File: src/rtl/fifo_stream_reader_pkg.sv
// fifo_pkg: constants and helpers shared by the FIFO read-side stream logic.
//   RD_BUF_DEPTH : depth of the holding buffer behind the FIFO read port.
//   clog2_min1   : ceil(log2(n)), never less than 1. Used to size counters so
//                  that a 1-state counter still has a legal width.
package fifo_pkg;

  localparam int RD_BUF_DEPTH = 2;

  function automatic int clog2_min1(input int n);
    int w = 1;
    while ((1 << w) < n) w++;
    return w;
  endfunction

endpackage

File: src/rtl/fifo_stream_reader_if.sv
// fifo_stream_reader_if: FIFO read port plus the outgoing valid/ready stream.
//   FIFO side   : fifo_empty, fifo_data (in to reader), fifo_cs, fifo_rd_en (out of reader)
//   Stream side : out_valid, out_data, out_last (out of reader), out_ready (in to reader)
//   master      : the reader (fifo_stream_reader)
//   slave       : the environment (FIFO + downstream consumer)
interface fifo_stream_reader_if #(
  parameter int DATA_WIDTH = 32
);
  logic                  fifo_empty;
  logic [DATA_WIDTH-1:0] fifo_data;
  logic                  fifo_cs;
  logic                  fifo_rd_en;
  logic                  out_valid;
  logic                  out_ready;
  logic [DATA_WIDTH-1:0] out_data;
  logic                  out_last;

  modport master (
    input  fifo_empty, fifo_data, out_ready,
    output fifo_cs, fifo_rd_en, out_valid, out_data, out_last
  );

  modport slave (
    output fifo_empty, fifo_data, out_ready,
    input  fifo_cs, fifo_rd_en, out_valid, out_data, out_last
  );
endinterface

File: src/rtl/fifo_stream_reader_buf.sv
// stream_buf2: 2-entry holding buffer with a combinational head.
//   clk, rst : clock, synchronous active-high reset (clears entries and count)
//   wr_en    : push wr_data at the tail
//   rd_en    : pop the head (caller guarantees count != 0)
//   rd_data  : current head entry
//   count    : number of occupied entries (0..2)
// Push and pop may happen in the same cycle.
module stream_buf2
  import fifo_pkg::*;
#(
  parameter int DATA_WIDTH = 32
) (
  input  logic                  clk,
  input  logic                  rst,
  input  logic                  wr_en,
  input  logic [DATA_WIDTH-1:0] wr_data,
  input  logic                  rd_en,
  output logic [DATA_WIDTH-1:0] rd_data,
  output logic [1:0]            count
);

  logic [DATA_WIDTH-1:0] mem [RD_BUF_DEPTH];
  logic                  wr_ptr;
  logic                  rd_ptr;

  always_ff @(posedge clk) begin
    if (rst) begin
      wr_ptr <= 1'b0;
      rd_ptr <= 1'b0;
      count  <= 2'd0;
      for (int i = 0; i < RD_BUF_DEPTH; i++) mem[i] <= '0;
    end else begin
      if (wr_en) begin
        mem[wr_ptr] <= wr_data;
        wr_ptr      <= ~wr_ptr;
      end
      if (rd_en) rd_ptr <= ~rd_ptr;
      count <= count + {1'b0, wr_en} - {1'b0, rd_en};
    end
  end

  assign rd_data = mem[rd_ptr];

  // A push into a full buffer without a pop would overwrite the head.
  a_no_overflow: assert property (@(posedge clk) disable iff (rst)
    !(wr_en && !rd_en && count == 2'd2));

endmodule

File: src/rtl/fifo_stream_reader.sv
// fifo_stream_reader: drains a synchronous FIFO (1-cycle registered read)
// onto a valid/ready stream at up to 1 word/clk, marking packet boundaries.
//   clk, rst  : single clock, synchronous active-high reset
//   drain_en  : permits new FIFO reads; words already read are still delivered
//   bus       : FIFO read port + output stream (master side)
//   busy      : buffer occupied or a read is in flight
// Reads are issued only when the word will have a buffer slot on arrival, so
// occupancy + in-flight never exceeds the buffer depth even under backpressure.
module fifo_stream_reader
  import fifo_pkg::*;
#(
  parameter int DATA_WIDTH = 32,
  parameter int PKT_LEN    = 8
) (
  input  logic                 clk,
  input  logic                 rst,
  input  logic                 drain_en,
  fifo_stream_reader_if.master bus,
  output logic                 busy
);

  localparam int                 CNT_W     = clog2_min1(PKT_LEN);
  localparam logic [CNT_W-1:0]   LAST_BEAT = CNT_W'(PKT_LEN - 1);

  logic                  inflight;
  logic                  pop;
  logic                  rd_en;
  logic [1:0]            occ;
  logic [2:0]            level_next;
  logic [CNT_W-1:0]      beat_cnt;
  logic [DATA_WIDTH-1:0] head;

  assign pop = bus.out_valid & bus.out_ready;

  // Buffer level after this cycle's capture/pop, before counting a new read.
  assign level_next = {1'b0, occ} + {2'b00, inflight} - {2'b00, pop};
  assign rd_en      = !rst && drain_en && !bus.fifo_empty
                      && (level_next < 3'(RD_BUF_DEPTH));

  assign bus.fifo_rd_en = rd_en;
  assign bus.fifo_cs    = rd_en;

  // FIFO data_out is valid the cycle after the strobe.
  always_ff @(posedge clk) begin
    if (rst) inflight <= 1'b0;
    else     inflight <= rd_en;
  end

  stream_buf2 #(.DATA_WIDTH(DATA_WIDTH)) u_buf (
    .clk     (clk),
    .rst     (rst),
    .wr_en   (inflight),
    .wr_data (bus.fifo_data),
    .rd_en   (pop),
    .rd_data (head),
    .count   (occ)
  );

  always_ff @(posedge clk) begin
    if (rst)      beat_cnt <= '0;
    else if (pop) beat_cnt <= (beat_cnt == LAST_BEAT) ? '0 : beat_cnt + 1'b1;
  end

  assign bus.out_valid = (occ != 2'd0);
  assign bus.out_data  = head;
  assign bus.out_last  = bus.out_valid && (beat_cnt == LAST_BEAT);
  assign busy          = (occ != 2'd0) || inflight;

endmodule

File: src/flat_wrapper.sv
// flat-port wrapper written by rule: the top's interface ports become plain ports
module fifo_stream_reader_flat import fifo_pkg::*;
#(
  parameter int DATA_WIDTH = 32,
  parameter int PKT_LEN    = 8
)
  (clk, rst, drain_en, busy, bus_fifo_empty, bus_fifo_data, bus_out_ready, bus_fifo_cs, bus_fifo_rd_en, bus_out_valid, bus_out_data, bus_out_last);
  fifo_stream_reader_if #(.DATA_WIDTH(DATA_WIDTH)) bus_i ();
  input  logic clk;
  input  logic rst;
  input  logic drain_en;
  output logic busy;
  input wire logic [$bits(bus_i.fifo_empty)-1:0] bus_fifo_empty;
  input wire logic [$bits(bus_i.fifo_data)-1:0] bus_fifo_data;
  input wire logic [$bits(bus_i.out_ready)-1:0] bus_out_ready;
  output wire logic [$bits(bus_i.fifo_cs)-1:0] bus_fifo_cs;
  output wire logic [$bits(bus_i.fifo_rd_en)-1:0] bus_fifo_rd_en;
  output wire logic [$bits(bus_i.out_valid)-1:0] bus_out_valid;
  output wire logic [$bits(bus_i.out_data)-1:0] bus_out_data;
  output wire logic [$bits(bus_i.out_last)-1:0] bus_out_last;
  assign bus_i.fifo_empty = bus_fifo_empty;
  assign bus_i.fifo_data = bus_fifo_data;
  assign bus_i.out_ready = bus_out_ready;
  assign bus_fifo_cs = bus_i.fifo_cs;
  assign bus_fifo_rd_en = bus_i.fifo_rd_en;
  assign bus_out_valid = bus_i.out_valid;
  assign bus_out_data = bus_i.out_data;
  assign bus_out_last = bus_i.out_last;
  fifo_stream_reader #(.DATA_WIDTH(DATA_WIDTH), .PKT_LEN(PKT_LEN)) u_core (.clk(clk), .rst(rst), .drain_en(drain_en), .bus(bus_i), .busy(busy));
endmodule
File: config.mk
export PLATFORM = sky130hd
export DESIGN_NAME = fifo_stream_reader_flat
export DESIGN_NICKNAME = d
export VERILOG_FILES = /design/src/rtl/fifo_stream_reader_pkg.sv /design/src/rtl/fifo_stream_reader_if.sv /design/src/rtl/fifo_stream_reader_buf.sv /design/src/rtl/fifo_stream_reader.sv /design/src/flat_wrapper.sv
export SDC_FILE = /design/constraint.sdc
export NUM_CORES = 1
export LEC_CHECK = 0
export CORE_ASPECT_RATIO = 0.8
export CORE_MARGIN = 2
export CORE_UTILIZATION = 40
export CTS_CLUSTER_DIAMETER = 30
export DETAILED_ROUTE_END_ITERATION = 7
export PLACE_DENSITY = 0.65
export SYNTH_ARGS = -nofsm -noshare
export SYNTH_HDL_FRONTEND = slang
export SYNTH_HIERARCHICAL = 1
export SYNTH_SLANG_ARGS = --single-unit
File: constraint.sdc
create_clock -name clk -period 3.4 [get_ports clk]
set_clock_uncertainty 0.1 [all_clocks]
set_input_delay 0.51 -clock clk [delete_from_list [all_inputs] [get_ports clk]]
set_output_delay 0.51 -clock clk [all_outputs]
set_load 0.05 [all_outputs]
Word-level counts from Yosys, hierarchy flattened --
Memory sizes are Yosys's and may differ from the RTL's. A register that Yosys moved wholly into a read port is not among the register bits. Index checks and enable logic that the tools add are counted.
Word-level totals: word-level logic and storage cells 36, register bits after elaboration 8, output and inout bits 37, memory bits (writable) 64, input bits 37, memories 1
Memories:
- u_core.u_buf.mem | depth 2, width 32, rd ports 1, clocked after memory_dff 1, write ports 2, line fifo_stream_reader_buf.sv:22 | logic [DATA_WIDTH-1:0] mem [RD_BUF_DEPTH];
Cells by class: $lt $le $gt $ge 1, bitwise operators 3, mux-type cells 11, reduce and logical (&&, ||, !) cells 9, equality and inequality tests 1, add/sub/neg operators 5
Operators with widths (count):
- $mux 32 | 1
- $reduce_or 32->1 | 1
- $mux 1 | 9
- $logic_and 1x1->1 | 4
- $add 2x1->3 | 1
- $add 3x1->3 const B | 1
- $eq 3x3->1 const B | 1
- $lt 3x2->1 const B | 1
- $mux 3 | 1
- $sub 3x1->3 | 1
- $add 2x1->2 | 1
- $logic_not 1->1 | 2
- $not 1->1 | 2
- $reduce_bool 2->1 | 1
- $sub 2x1->2 | 1
- $and 1x1->1 | 1
- $logic_or 1x1->1 | 1

Logic depth before layout (Yosys ltp) --
Gate-level depths: netlist of the first run.
depth in word-level cells 5, depth in mapped cells 7, depth with buffers taken out 6

Cells and area by module --
Netlist of the first run, hierarchy kept.
By module, submodules not included:
- stream_buf2 | sequential area each 2021.9 um2, area each 3199.3 um2, cells an instance 228, instances 1
- fifo_stream_reader | sequential area each 80.1 um2, area each 285.3 um2, cells an instance 28, instances 1

Worst setup path after synthesis of the first run --
Ideal clock, no wire load.
path type in2out, start point input port bus_out_ready, end point output port bus_fifo_rd_en, path slack -792 ps, required time 2790 ps, arrival time 3582 ps, cell stages on the path 7, path buffers 1, cells stage by stage o21a_4 -> ha_1 -> nand2b_1 -> fa_1 -> nand2_1 -> nor4_1 -> buf_4
On the way: cells in the longest elaborated chain, start to end 4
Ends and longest elaborated chain:
- start, declared | line flat_wrapper.sv:15 | input wire logic [$bits(bus_i.out_ready)-1:0] bus_out_ready;
- $and 1x1->1 | line fifo_stream_reader.sv:33 | assign pop = bus.out_valid & bus.out_ready;
- $sub 3x1->3 | line fifo_stream_reader.sv:36 | assign level_next = {1'b0, occ} + {2'b00, inflight} - {2'b00, pop};
- $lt 3x2->1 | line fifo_stream_reader.sv:38 | && (level_next < 3'(RD_BUF_DEPTH));
- $logic_and 1x1->1 | line fifo_stream_reader.sv:38
- end, declared | line flat_wrapper.sv:17 | output wire logic [$bits(bus_i.fifo_rd_en)-1:0] bus_fifo_rd_en;
Every way passes these cells.

Worst setup path in the final report of the first run --
start point input port bus_out_ready, end point output port bus_fifo_cs
On the way: cells in the longest elaborated chain, start to end 4
Ends and longest elaborated chain:
- $and 1x1->1 | line fifo_stream_reader.sv:33
- named net u_core.pop | line fifo_stream_reader.sv:26 | logic pop;
- $sub 3x1->3 | line fifo_stream_reader.sv:36
- $lt 3x2->1 | line fifo_stream_reader.sv:38
- $logic_and 1x1->1 | line fifo_stream_reader.sv:38
- end, declared | line flat_wrapper.sv:16 | output wire logic [$bits(bus_i.fifo_cs)-1:0] bus_fifo_cs;
The timed path passes the listed nets, and every way through them passes these cells.

==> results of run 1 <==
metal layers:
metal	track usage (%)	up-vias	part of all wire, %
met2	25.7	63	49
li1	-	1027	-
met5	0	-	0
met1	18.0	1013	45
met4	4.55	0	0.35
met3	5.09	2	5.9
worst min-delay path: stages (launching register included):
cell and delay [ps]:
dfxtp_1 320, nand2b_1 60, mux2i_1 60
cell usage after synthesis (2+ instances only):
cell type	number
nand2b_1	41
dfxtp_1	9
nor2b_1	2
clkbuf_1	2
nor4_1	2
mux2_4	31
mux2_2	2
nand2_1	2
edfxtp_1	64
buf_12	3
ha_1	5
inv_1	3
mux2i_1	2
buf_6	5
nor2_1	67
buf_2	5
cells by family after synthesis:
logic type	share of synthesized area (%)
compound gates	0.574
flops	60.3
xor+xnor	1.15
mux	14.6
fa+ha+maj	2.37
simple gates	16.2
buf+inv	4.81
area by class of cell:
| type | count | area share (%) |
|---|---|---|
| clock buffer | 9 | 2.75 |
| clock inverter | 7 | 1.03 |
| inverter | 3 | 0.250 |
| multi-input combinational | 164 | 27.5 |
| sequential | 73 | 46.7 |
| tap | 112 | 3.11 |
| timing repair buffer | 82 | 18.7 |
final timing paths:
| check | endpoint | slack [ps] | depth (start not counted) |
|---|---|---|---|
| max | bus_fifo_cs | 140 | 8 |
| min | u_core/beat_cnt[2]$_SDFFE_PP0P_ | 380 | 2 |
| max reg2reg | u_core/inflight$_SDFF_PP0_ | 1270 | 6 |
| min reg2reg | u_core/beat_cnt[2]$_SDFFE_PP0P_ | 380 | 2 |
flip-flops by register name, summed over array words and instances (netlist names), named ones only:
register             flops
u_core/u_buf/mem        64
u_core/u_buf/wr_ptr      1
u_core/beat_cnt          3
u_core/inflight          1
u_core/u_buf/rd_ptr      1
u_core/u_buf/count       2
layout by cell type, fill, tap and decap left out:
master and n:
buf_12 4, nand2_1 2, dfxtp_1 8, nor4_1 1, nand2b_1 38, clkinvlp_4 4
clkbuf_8 9, mux2i_1 2, or2_1 1, mux2_2 2, nor3_1 1, dfxtp_2 1
nor2_1 67, fa_1 1, clkdlybuf4s50_1 71, o21a_4 1, nor2b_1 2, xor2_1 1
buf_4 7, and2_1 1, xnor2_1 1, inv_6 1, inv_1 3, ha_1 5
xnor3_1 1, a21oi_1 1, nor4_4 1, clkinv_1 2, or3_1 1, edfxtp_1 64
nand2b_2 3, mux2_4 31
per-stage QoR:
stage | util (%) | setup WS [ps]
finish | 53.1 | 139
global route | 53.1 | 63.0
CTS | 53.1 | 121
detailed placement | 51.1 | 141
global placement | 51.1 | 183
floorplan | - | 210
power by group:
| group | switching (mW) | total, mW | internal [mW] |
|---|---|---|---|
| clock | 0.318 | 0.580 | 0.261 |
| combinational | 0.847 | 1.47 | 0.627 |
| sequential | 0.0819 | 1.18 | 1.10 |
==> flow_metrics.env, run 1 <==
export IMPL_synth_top_cell_area_share_pct=55.2
export IMPL_yosysSeqAreaShare_pct=60.3
export IMPL_postCtsHoldBufs=0
export IMPL_n_antenna_cell=0
export IMPL_crit_path_cell_trace="clkdlybuf4s50_1, o21a_4, ha_1, nand2b_1, fa_1, nand2_1, nor4_4, buf_12"
export IMPL_drive_gt1_share_pct=18.9
export IMPL_fillers=750
export IMPL_antenna_found_initial=0
export IMPL_hp_start="u_core/beat_cnt[2]$_SDFFE_PP0P_"
export IMPL_synth_fp_nets=299
export IMPL_worstPathMaxFanout=2
export IMPL_firstDrtPassIters=4
export IMPL_final_min_clock_period_ps=3260
export IMPL_ctsRootBufferMaster="clkbuf_8"
export IMPL_finalCritPeriodShare_pct=95.9
export IMPL_grt_pass1_vias=2191
export IMPL_crit_slowest_cell="fa_1"
export IMPL_fin_tns_setup_ps=0
export IMPL_reg2reg_from="u_core/u_buf/count[1]$_SDFF_PP0_"
export IMPL_grt_pass1_wl_um=10500
export IMPL_clock_fmax_mhz=307
export IMPL_area_delta_synth_final_pct=29.3
export IMPL_final_cell_area_sq_mm=0.00451
export IMPL_vias=2105
export IMPL_die_x_um=108
export IMPL_fp_row_count=30
export IMPL_cts_sinks=73
export IMPL_placed_cell_area_sq_mm=0.00434
export IMPL_crit_arrival_ps=2650
export IMPL_syn_avg_cell_area_sq_um=13.6
export IMPL_core_area_sq_mm=0.00848
export IMPL_synth_warnings=6
export IMPL_ioPinCount=74
export IMPL_grt_max_degree=34
export IMPL_async_reset_ff_share_pct=0
export IMPL_worst_slew_pin_slew_ps=641
export IMPL_cp_start_kind="input pin"
export IMPL_synth_top_cell_by_area="edfxtp_1"
export IMPL_critPathTopFamily="adder cells"
export IMPL_finalPower_mw=3.24
export IMPL_path_class="in2out"
export IMPL_grt_usage_pct=15.0
export IMPL_max_slew_margin_pct=57.1
export IMPL_startpoint="bus_out_ready"
export IMPL_cts_htree_levels=3
export IMPL_required_ps=2790
export IMPL_tritoncts="built"
export IMPL_vdd_ir_drop_max_uv=482
export IMPL_drt_total_wl_um=6580
export IMPL_place_inst=434
export IMPL_post_cts_setup_buffer_count=0
export IMPL_outcome="finished, final reports clean"
export IMPL_slowest_delay_ps=500
export IMPL_setup_viol=0
export IMPL_stdcell_count=450
export IMPL_ys_flop_type="edfxtp_1"
export IMPL_dieArea_sq_mm=0.00948
export IMPL_hpwl_um=4110
export IMPL_synthTopCellsByArea="edfxtp_1 (55%), mux2_4 (13%), nand2b_1 (7.4%), nor2_1 (7.2%), dfxtp_1 (5.2%)"
export IMPL_gr_total_overflow=0
export IMPL_clockBufferDepth=2
export IMPL_dr_first_iter_drc_count=82
export IMPL_multiInputGateArea_sq_mm=0.00124
export IMPL_yosysUniqueCellTypes=27
export IMPL_numCtsBuffers=9
export IMPL_antenna_left=0
export IMPL_avgRoutedWirePerCell_um=14.6
export IMPL_drv_slew=0
export IMPL_start_util_pct=41.1
export IMPL_p_leak_nw=1.65
export IMPL_hp_class="reg2reg"
export IMPL_drc=0
export IMPL_nNetsFinal=376
export IMPL_seq_area_sq_mm=0.00210
export IMPL_clk_pin_slew_ps=70
export IMPL_worstSetupEndpointType="output pin"
export IMPL_clock_latency_ps=340
export IMPL_rsz0062_at_grt="false"
export IMPL_hold_violations=0
export IMPL_synthCells=256
export IMPL_gp_congestion=0.702
export IMPL_p_per_area_mw_per_mm2=718
export IMPL_critPathBufInv=2
export IMPL_synth_area_sq_mm=0.00348
export IMPL_synth_edf_count=64
export IMPL_cts_resized=0
export IMPL_die_h_um=87.5
export IMPL_vias_per_cell=4.68
export IMPL_port_buffers=73
export IMPL_cap_viol_max_count=0
export IMPL_ys_ff_latch=73
export IMPL_holdWs_ps=381
Power figures use the tool's default switching activity.
==> run 2: changes to the inputs <==
ABC_CLOCK_PERIOD_IN_PS = 3400   (was unset)
==> results of run 2 <==
Final layout, timing and power as in run 1 (identical DEF).
